[config.mk]
export PLATFORM = sky130hd
export DESIGN_NAME = matmul_controller_flat
export DESIGN_NICKNAME = d
export VERILOG_FILES = /design/src/rtl/matmul_pkg.sv /design/src/rtl/matmul_controller_if.sv /design/src/rtl/matmul_controller_mac2.sv /design/src/rtl/matmul_controller.sv /design/src/flat_wrapper.sv
export SDC_FILE = /design/constraint.sdc
export NUM_CORES = 1
export LEC_CHECK = 0
export BUFFER_PORTS_ARGS = -buffer_cell sky130_fd_sc_hd__buf_2
export CAP_MARGIN = 10
export CORE_UTILIZATION = 50
export DETAILED_ROUTE_END_ITERATION = 7
export PLACE_DENSITY = 0.79
export SYNTH_ARGS = -nofsm -noshare
export SYNTH_HDL_FRONTEND = slang
export SYNTH_SLANG_ARGS = --single-unit
[constraint.sdc]
create_clock -name clock -period 8.14 [get_ports clock]
set_clock_uncertainty 0.2 [all_clocks]
set_input_delay 0.407 -clock clock [delete_from_list [all_inputs] [get_ports clock]]
set_output_delay 0.407 -clock clock [all_outputs]
set_load 0.02 [all_outputs]
[src/rtl/matmul_pkg.sv]
// Shared widths, controller state type and the row-major address helper for matmul_controller.
package matmul_pkg;

  localparam int ADDR_W = 8;
  localparam int DATA_W = 16;
  localparam int ACC_W  = 32;
  localparam int IDX_W  = 3;

  typedef enum logic [2:0] {
    IDLE,
    FETCH,
    DRAIN,
    WRITE,
    DONE
  } state_t;

  // Word address of element [row][col] of a dim x dim matrix; wraps at 8 bits.
  function automatic logic [ADDR_W-1:0] idx(input logic [ADDR_W-1:0] base,
                                            input logic [ADDR_W-1:0] row,
                                            input logic [ADDR_W-1:0] col,
                                            input logic [ADDR_W-1:0] dim);
    return base + row * dim + col;
  endfunction

endpackage

[src/rtl/matmul_controller_if.sv]
// Four-port data memory signals; the controller is the master, the memory is the slave.
interface matmul_controller_if;
  import matmul_pkg::*;

  logic              write_en0, write_en1, write_en2, write_en3;
  logic [ADDR_W-1:0] addr0, addr1, addr2, addr3;
  logic [DATA_W-1:0] datain0, datain1, datain2, datain3;
  logic [DATA_W-1:0] dataout0, dataout1, dataout2, dataout3;

  modport master (
    output write_en0, write_en1, write_en2, write_en3,
    output addr0, addr1, addr2, addr3,
    output datain0, datain1, datain2, datain3,
    input  dataout0, dataout1, dataout2, dataout3
  );

  modport slave (
    input  write_en0, write_en1, write_en2, write_en3,
    input  addr0, addr1, addr2, addr3,
    input  datain0, datain1, datain2, datain3,
    output dataout0, dataout1, dataout2, dataout3
  );

endinterface

[src/rtl/matmul_controller_mac2.sv]
// Two unsigned 16x16 multipliers feeding a wrapping 32-bit accumulator.
module mac2
  import matmul_pkg::*;
(
  input  logic              clock,
  input  logic              reset_n,
  input  logic              clear,
  input  logic              enable,
  input  logic [DATA_W-1:0] a0,
  input  logic [DATA_W-1:0] b0,
  input  logic [DATA_W-1:0] a1,
  input  logic [DATA_W-1:0] b1,
  output logic [DATA_W-1:0] sum_lo
);

  logic [ACC_W-1:0] acc, prod0, prod1, acc_sum;

  always_comb begin
    prod0   = ACC_W'(a0) * ACC_W'(b0);
    prod1   = ACC_W'(a1) * ACC_W'(b1);
    acc_sum = acc + prod0 + prod1;
  end

  // The write-back path needs the sum including the pair arriving in DRAIN, not the stale acc.
  assign sum_lo = acc_sum[DATA_W-1:0];

  always_ff @(posedge clock or negedge reset_n) begin
    if (!reset_n) begin
      acc <= '0;
    end else if (clear) begin
      acc <= '0;
    end else if (enable) begin
      acc <= acc_sum;
    end
  end

endmodule

[src/rtl/matmul_controller.sv]
// Sequences dual-element A/B fetches, two-product accumulation and C write-back for C = A x B.
module matmul_controller
  import matmul_pkg::*;
#(
  parameter int DIM    = 4,
  parameter int A_BASE = 0,
  parameter int B_BASE = 64,
  parameter int C_BASE = 128
) (
  input  logic clock,
  input  logic reset_n,
  input  logic start,
  output logic busy,
  output logic done,
  matmul_controller_if.master mem
);

  localparam int SQ = DIM * DIM;

  function automatic bit fits(input int base);
    return (base >= 0) && (base + SQ - 1 <= 255);
  endfunction

  function automatic bit apart(input int x, input int y);
    return (x + SQ <= y) || (y + SQ <= x);
  endfunction

  localparam bit CFG_OK = (DIM % 2 == 0) && (DIM >= 2) && (DIM <= 8) &&
                          fits(A_BASE) && fits(B_BASE) && fits(C_BASE) &&
                          apart(A_BASE, B_BASE) && apart(A_BASE, C_BASE) && apart(B_BASE, C_BASE);

  generate
    if (!CFG_OK) begin : g_bad_cfg
      $error("matmul_controller: DIM must be even in 2..8 and A/B/C regions must fit 8 bits without overlap");
    end
  endgenerate

  localparam logic [ADDR_W-1:0] A_ADDR   = ADDR_W'(A_BASE);
  localparam logic [ADDR_W-1:0] B_ADDR   = ADDR_W'(B_BASE);
  localparam logic [ADDR_W-1:0] C_ADDR   = ADDR_W'(C_BASE);
  localparam logic [ADDR_W-1:0] DIM_W    = ADDR_W'(DIM);
  localparam logic [IDX_W-1:0]  LAST_IDX = IDX_W'(DIM - 1);
  localparam logic [IDX_W-1:0]  LAST_P   = IDX_W'(DIM / 2 - 1);

  state_t            state;
  logic [IDX_W-1:0]  i, j, p, fi, fj, fp;
  logic              armed, fetch_d, last_p, last_j, last_el, fetch_go;
  logic [ADDR_W-1:0] row, col, k0, k1;
  logic [DATA_W-1:0] sum_lo;

  // Reset assertion is asynchronous; release only arms start one edge later.
  always_ff @(posedge clock or negedge reset_n) begin
    if (!reset_n) armed <= 1'b0;
    else          armed <= 1'b1;
  end

  always_comb begin
    last_p  = (p == LAST_P);
    last_j  = (j == LAST_IDX);
    last_el = last_j && (i == LAST_IDX);
    fetch_go = ((state == IDLE) && start && armed) ||
               ((state == FETCH) && !last_p) ||
               ((state == WRITE) && !last_el);
    fi = i;
    fj = j;
    fp = p + 1'b1;
    if (state == IDLE) begin
      fi = '0;
      fj = '0;
      fp = '0;
    end else if (state == WRITE) begin
      fp = '0;
      fj = last_j ? '0 : j + 1'b1;
      fi = last_j ? i + 1'b1 : i;
    end
    row = ADDR_W'(fi);
    col = ADDR_W'(fj);
    k0  = ADDR_W'({fp, 1'b0});
    k1  = ADDR_W'({fp, 1'b1});
  end

  always_ff @(posedge clock or negedge reset_n) begin
    if (!reset_n) begin
      state         <= IDLE;
      i             <= '0;
      j             <= '0;
      p             <= '0;
      busy          <= 1'b0;
      done          <= 1'b0;
      fetch_d       <= 1'b0;
      mem.write_en0 <= 1'b0;
      mem.datain0   <= '0;
      mem.addr0     <= '0;
      mem.addr1     <= '0;
      mem.addr2     <= '0;
      mem.addr3     <= '0;
    end else begin
      fetch_d       <= (state == FETCH);
      done          <= 1'b0;
      mem.write_en0 <= 1'b0;
      mem.datain0   <= '0;
      mem.addr0     <= fetch_go ? idx(A_ADDR, row, k0, DIM_W) : '0;
      mem.addr1     <= fetch_go ? idx(B_ADDR, k0, col, DIM_W) : '0;
      mem.addr2     <= fetch_go ? idx(A_ADDR, row, k1, DIM_W) : '0;
      mem.addr3     <= fetch_go ? idx(B_ADDR, k1, col, DIM_W) : '0;
      if (fetch_go) begin
        i <= fi;
        j <= fj;
        p <= fp;
      end
      case (state)
        IDLE: begin
          if (fetch_go) begin
            state <= FETCH;
            busy  <= 1'b1;
          end
        end
        FETCH: begin
          if (last_p) state <= DRAIN;
        end
        DRAIN: begin
          state         <= WRITE;
          mem.write_en0 <= 1'b1;
          mem.addr0     <= idx(C_ADDR, ADDR_W'(i), ADDR_W'(j), DIM_W);
          mem.datain0   <= sum_lo;
        end
        WRITE: begin
          if (last_el) begin
            state <= DONE;
            busy  <= 1'b0;
            done  <= 1'b1;
          end else begin
            state <= FETCH;
          end
        end
        default: state <= IDLE;
      endcase
    end
  end

  assign mem.write_en1 = 1'b0;
  assign mem.write_en2 = 1'b0;
  assign mem.write_en3 = 1'b0;
  assign mem.datain1   = '0;
  assign mem.datain2   = '0;
  assign mem.datain3   = '0;

  mac2 u_mac2 (
    .clock   (clock),
    .reset_n (reset_n),
    .clear   (state == WRITE),
    .enable  (fetch_d),
    .a0      (mem.dataout0),
    .b0      (mem.dataout1),
    .a1      (mem.dataout2),
    .b1      (mem.dataout3),
    .sum_lo  (sum_lo)
  );

endmodule

[src/flat_wrapper.sv]
// flat-port wrapper written by rule: the top's interface ports become plain ports
module matmul_controller_flat import matmul_pkg::*;
#(
  parameter int DIM    = 4,
  parameter int A_BASE = 0,
  parameter int B_BASE = 64,
  parameter int C_BASE = 128
)
  (clock, reset_n, start, busy, done, mem_write_en0, mem_write_en1, mem_write_en2, mem_write_en3, mem_addr0, mem_addr1, mem_addr2, mem_addr3, mem_datain0, mem_datain1, mem_datain2, mem_datain3, mem_dataout0, mem_dataout1, mem_dataout2, mem_dataout3);
  matmul_controller_if mem_i ();
  input  logic clock;
  input  logic reset_n;
  input  logic start;
  output logic busy;
  output logic done;
  output wire logic [$bits(mem_i.write_en0)-1:0] mem_write_en0;
  output wire logic [$bits(mem_i.write_en1)-1:0] mem_write_en1;
  output wire logic [$bits(mem_i.write_en2)-1:0] mem_write_en2;
  output wire logic [$bits(mem_i.write_en3)-1:0] mem_write_en3;
  output wire logic [$bits(mem_i.addr0)-1:0] mem_addr0;
  output wire logic [$bits(mem_i.addr1)-1:0] mem_addr1;
  output wire logic [$bits(mem_i.addr2)-1:0] mem_addr2;
  output wire logic [$bits(mem_i.addr3)-1:0] mem_addr3;
  output wire logic [$bits(mem_i.datain0)-1:0] mem_datain0;
  output wire logic [$bits(mem_i.datain1)-1:0] mem_datain1;
  output wire logic [$bits(mem_i.datain2)-1:0] mem_datain2;
  output wire logic [$bits(mem_i.datain3)-1:0] mem_datain3;
  input wire logic [$bits(mem_i.dataout0)-1:0] mem_dataout0;
  input wire logic [$bits(mem_i.dataout1)-1:0] mem_dataout1;
  input wire logic [$bits(mem_i.dataout2)-1:0] mem_dataout2;
  input wire logic [$bits(mem_i.dataout3)-1:0] mem_dataout3;
  assign mem_write_en0 = mem_i.write_en0;
  assign mem_write_en1 = mem_i.write_en1;
  assign mem_write_en2 = mem_i.write_en2;
  assign mem_write_en3 = mem_i.write_en3;
  assign mem_addr0 = mem_i.addr0;
  assign mem_addr1 = mem_i.addr1;
  assign mem_addr2 = mem_i.addr2;
  assign mem_addr3 = mem_i.addr3;
  assign mem_datain0 = mem_i.datain0;
  assign mem_datain1 = mem_i.datain1;
  assign mem_datain2 = mem_i.datain2;
  assign mem_datain3 = mem_i.datain3;
  assign mem_i.dataout0 = mem_dataout0;
  assign mem_i.dataout1 = mem_dataout1;
  assign mem_i.dataout2 = mem_dataout2;
  assign mem_i.dataout3 = mem_dataout3;
  matmul_controller #(.DIM(DIM), .A_BASE(A_BASE), .B_BASE(B_BASE), .C_BASE(C_BASE)) u_core (.clock(clock), .reset_n(reset_n), .start(start), .busy(busy), .done(done), .mem(mem_i));
endmodule
==> results.toml, run 1 <==
[floorplanning]
dieHeight_um = 155.0
die_width_um = 155.0
dieArea_mm2 = 0.02403
io_pins = 169
initial_utilization_pct = 51.39
num_rows = 55
coreArea_mm2 = 0.02278

[layout]
drive_above_1_share_pct = 10.44
fin_util_pct = 55.29
n_fill_cell = 1969
multiInputGateArea_mm2 = 0.008571
finalNetCount = 1685
diodes = 0
ff_latch_area_mm2 = 0.001802
syn_to_final_growth_pct = 7.578
stdcell_area_mm2 = 0.01259

[clock_tree]
h-tree-depth = 3
cts_root_buf = "clkbuf_16"
cts_resized = 0
clk_latency_ps = 320
cts_sinks = 72
cts_setup_buffers = 0
clk_pin_slew_ps = 60
ctsHoldBuffers = 0
cts_tree = "yes"
cts_buffer_depth = 2
numCtsBuffers = 9

[routing]
drt_iter0_drc = 442
drc = 0
final_antenna_net_count = 0
avgRoutedWirePerCell_um = 15.73
via_count = 8011
drtPass1Iterations = 5
avgViaCountPerCell = 4.900
wl_um = 25720

[grt]
grt_util_all_layers_pct = 23.00
grt_start_max_net_pins = 73
grt-ovfl-total = 0
grt_pass1_vias = 8407
antenna_found_initial = 0
grt_pass1_wl_um = 43330

[timing]
setup_violations = 0
fmax_ghz = 0.1476
relSlewSlack_pct = 41.82
maxSlewViolCount = 0
rsz0062_at_grt = "no"
tightest_slew_ps = 872.6
finalHoldViolations = 0
tns_ps = 0
period_minus_slack_ps = 6775
whs_ps = 84.27
period_share_pct = 83.23

[yosys]
synthFlopType = "dfrtp_1"
netlist-cell-type-count = 42
yosysWarnings = 0
ys_ff_latch = 72
yosysSeqAreaShare_pct = 15.39
yosysMostFrequentCell = "inv_1"
synth_top_area_cell = "fa_1"
synth_area_leaders = "fa_1 34%, dfrtp_1 15%, ha_1 11%"
synthArstFlopShare_pct = 100.0
synthCells = 1230
netlist_area_mm2 = 0.01171
yosys-top-cells-count = "254 x inv_1, 199 x fa_1, 197 x and2_1"
synth_top_area_share_pct = 34.03
synth_edf_count = 0
avgSynthCellArea_um2 = 9.517

[critical_path]
worstPathArrival_ps = 6780
cp.required_ps = 8150
path_class = "input pin to flop"
crit_path_end_kind = "flop"
r2r_cells = 19
cp_max_fo = 15
start_kind = "input pin"

[placement]
hpwl_um = 21460
placed_area_mm2 = 0.01231
place.port_buffers = 113
gp_congestion = 0.9023

[job]
cap_viol_max_count = 0

[run_status]
outcome = "completed"

[hold_path]
hold_class = "input pin to asynchronous set/reset pin"
critical path, stage by stage:
cell	delay, ps
buf_2	190
and2_1	190
fa_1	530
inv_1	50
fa_1	540
inv_1	60
fa_1	500
inv_1	60
fa_1	540
inv_1	60
fa_1	540
fa_1	540
fa_1	600
inv_1	70
fa_1	530
inv_1	40
ha_1	350
a21o_1	180
a21oi_1	170
o21ai_0	130
xnor2_1	230
mux2i_1	100
and2_1	180
kinds of logic after synthesis:
group,after synthesis,share of synthesized area (%)
XOR/XNOR,79,6.156
AO/OA/AOI/OAI,57,3.014
buffers and inverters,349,13.13
multiplexers,14,1.240
AND/OR/NAND/NOR,356,16.08
other,2,0.06415
adder cells (fa/ha/maj),301,44.93
flip-flops,72,15.39
per-stage QoR:
stage | worst slack [ps] | instances
after floorplan | 1520 | 1284
after global placement | 1139 | 1619
after detailed placement | 1041 | 1619
after CTS | 1370 | 1635
after global routing | 1052 | 1635
final | 1365 | 1635
cells in the final DEF, fill, tap and decap left out, types with 4 or more instances in the layout:
| cell | instances |
|---|---|
| a21oi_1 | 17 |
| ha_1 | 102 |
| o21bai_1 | 4 |
| nor3_1 | 5 |
| xor2_1 | 16 |
| conb_1 | 56 |
| xnor2_1 | 60 |
| mux2i_1 | 10 |
| mux2_2 | 4 |
| inv_1 | 254 |
| a21o_1 | 10 |
| dfrtp_1 | 72 |
| nand2_1 | 98 |
| nor2_1 | 38 |
| and2_1 | 197 |
| clkbuf_16 | 9 |
| fa_1 | 199 |
| o21ai_0 | 11 |
| buf_2 | 113 |
registers in the layout, summed over array words and instances, names as in the netlist, 3 cells and up:
signal	flops
u_core.mem.datain0	16
u_core.u_mac2.acc	16
u_core.mem.addr0	7
u_core.mem.addr1	7
u_core.mem.addr3	6
u_core.mem.addr2	4
u_core.i	3
u_core.j	3
u_core.p	3
u_core.state	3
per-layer routing:
layer / vias up / GRT usage (%) / share of wire, %
met1: 4021 / 32.66 / 44
met2: 275 / 37.58 / 48
li1: 3678 / - / -
met3: 37 / 3.565 / 6.4
met5: - / 0 / 0
met4: 0 / 4.432 / 1.5
final timing paths:
check                           slack (ps)                    end                   from
max in group asynchronous             7110   u_core.u_mac2.acc[9]                reset_n
worst max-delay path                  1360  u_core.u_mac2.acc[13]        mem_dataout1[1]
worst max register to register        1490  u_core.u_mac2.acc[15]  u_core.u_mac2.acc[12]
worst min register to register         310            u_core.p[1]            u_core.p[1]
worst min-delay path                    80    u_core.mem.addr3[2]                reset_n
min in group clock                     170            u_core.busy                  start
final cells by class:
cell class,instances,area share (%)
Multi-Input combinational cell,863,68.06
Sequential cell,72,14.31
Inverter,256,7.630
Timing Repair Buffer,115,4.610
Tap cell,313,3.110
Clock buffer,9,1.788
Clock inverter,7,0.4968
Power of run 1 is not shown: default switching activity piles up to over one toggle a cycle in this logic, so the estimate is an artifact.
==> inputs of run 2 (changes only) <==
clock period = 7 ns   (was 8.14 ns; I/O delays follow)
==> run 2 against run 1 <==
Compared with the run above:
- worst hold slack got worse by 56 ps
- clock-buffer cell count did not move
- flip-flop and latch count did not move
- critical endpoint is now u_core.u_mac2.acc[14]
- largest cell class unchanged
==> results.toml, run 2 (synthesis gave the netlist of run 1 again) <==
[placement]
gp_congestion = 0.9572
place.port_buffers = 113
dp_slack_ps = 27.21
hpwl_um = 22090

[critical_path]
timing.rr.end = "u_core.u_mac2.acc[15]"
path_buf_inv = 7
crit_path_end_kind = "flop"
path_common_cell = "fa_1"
crit_start = "mem_dataout1[1]"
r2r_cells = 19
cp_slowest_cell = "fa_1"
crit_chain = "buf_2 -> and2_1 -> fa_1 -> inv_1 -> fa_1 -> inv_1 -> fa_1 -> inv_1 -> fa_1 -> inv_1 -> fa_1 -> fa_1 -> fa_1 -> inv_1 -> fa_1 -> inv_1 -> ha_1 -> a21oi_1 -> o21ai_0 -> o31ai_1 -> xor2_1 -> a21oi_1"
crit_family = "adder cells"
worstPathArrival_ps = 6670
cp_max_fo = 9
reg2reg_slack_ps = 430
r2r_start = "u_core.u_mac2.acc[13]"
critPathMaxStageDelay_ps = 580
start_kind = "input pin"
cp.required_ps = 6950
path_class = "input pin to flop"

[routing]
drtPass1Iterations = 5
avgRoutedWirePerCell_um = 15.76
via_count = 8028
drt_iter0_drc = 256
wl_um = 25930
drc = 0
final_antenna_net_count = 0
avgViaCountPerCell = 4.880

[clock_tree]
cts_setup_buffers = 0
cts_resized = 0
ctsHoldBuffers = 0
clk_latency_ps = 330
h-tree-depth = 3
cts_root_buf = "clkbuf_16"
cts_sinks = 72
clk_pin_slew_ps = 60
cts_buffer_depth = 2
cts_tree = "yes"
numCtsBuffers = 9

[timing]
fin_ws_ps = 282.2
relSlewSlack_pct = 42.46
tightest_slew_ps = 863.1
fmax_ghz = 0.1489
period_minus_slack_ps = 6718
setup_violations = 0
rsz0062_at_grt = "no"
period_share_pct = 95.97
tns_ps = 0
finalHoldViolations = 0
whs_ps = 28.21
maxSlewViolCount = 0

[floorplanning]
coreArea_mm2 = 0.02278
num_rows = 55
die_width_um = 155.0
initial_utilization_pct = 51.39
io_pins = 169
dieHeight_um = 155.0
dieArea_mm2 = 0.02403

[layout]
syn_to_final_growth_pct = 8.295
n_fill_cell = 2025
finalNetCount = 1695
mostFrequentLayoutCell = "inv_1"
diodes = 0
layout_common_cells = "254 x inv_1, 199 x fa_1, 197 x and2_1"
drive_above_1_share_pct = 11.11
reg.largest.list = "u_core.mem.datain0 x16, u_core.u_mac2.acc x16"

[grt]
grt_start_max_net_pins = 73
grt_util_all_layers_pct = 23.26
grt_pass1_vias = 8668
grt_pass1_wl_um = 43740
grt-ovfl-total = 0
antenna_found_initial = 0

[run_status]
outcome = "completed"

[hold_path]
hold_class = "input pin to asynchronous set/reset pin"

[job]
cap_viol_max_count = 0
==> run 2: cell count changes in the layout (fill, tap and decap cells not counted), sizes merged <==
| cell | delta |
|---|---|
| buf | +10 |
| clkinvlp | -3 |
| clkinv | +3 |
==> run 2: worst max-delay path by stage <==
stage / end / slack [ps] / cells past startpoint
2_1_floorplan: u_core.u_mac2.acc[13] / 440 / 23
3_3_place_gp: u_core.u_mac2.acc[13] / 70 / 23
3_5_place_dp: u_core.u_mac2.acc[15] / 30 / 21
4_1_cts: u_core.u_mac2.acc[14] / 290 / 22
5_1_grt: u_core.u_mac2.acc[14] / 5 / 22
6_report: u_core.u_mac2.acc[14] / 280 / 22
==> run 2: cell type report <==
| class | instances | area (µm²) | share of cell area, % |
|---|---|---|---|
| clock inverters | 7 | 71.32 | 0.5626 |
| repair buffers | 125 | 655.6 | 5.172 |
| flip-flops and latches | 72 | 1802 | 14.21 |
| inverters | 256 | 960.9 | 7.580 |
| multi-input cells | 863 | 8571 | 67.61 |
| well taps | 313 | 391.6 | 3.089 |
| clock buffers | 9 | 225.2 | 1.777 |
==> run 2: metal layers <==
layer  share of wire, %  vias to the layer above  global-route usage (%)  wire length (µm)
li1                   -                     3701                       -                 -
met1                 43                     4041                   31.75             11120
met2                 49                      251                   38.74             12780
met3                6.1                       35                   4.206              1588
met4                1.7                        0                   4.998               438
met5                  0                        -                       0                 0
==> run 2: metrics by stage <==
stage / std cells / cell area (µm²) / utilization (%)
6_report: 1645 / 12680 / 55.66
5_1_grt: 1645 / 12680 / 55.66
4_1_cts: 1645 / 12680 / 55.66
3_5_place_dp: 1629 / 12380 / 54.35
3_3_place_gp: 1629 / 12380 / 54.35
2_1_floorplan: 1284 / 11910 / -
Power of run 2 is left out for the same reason.
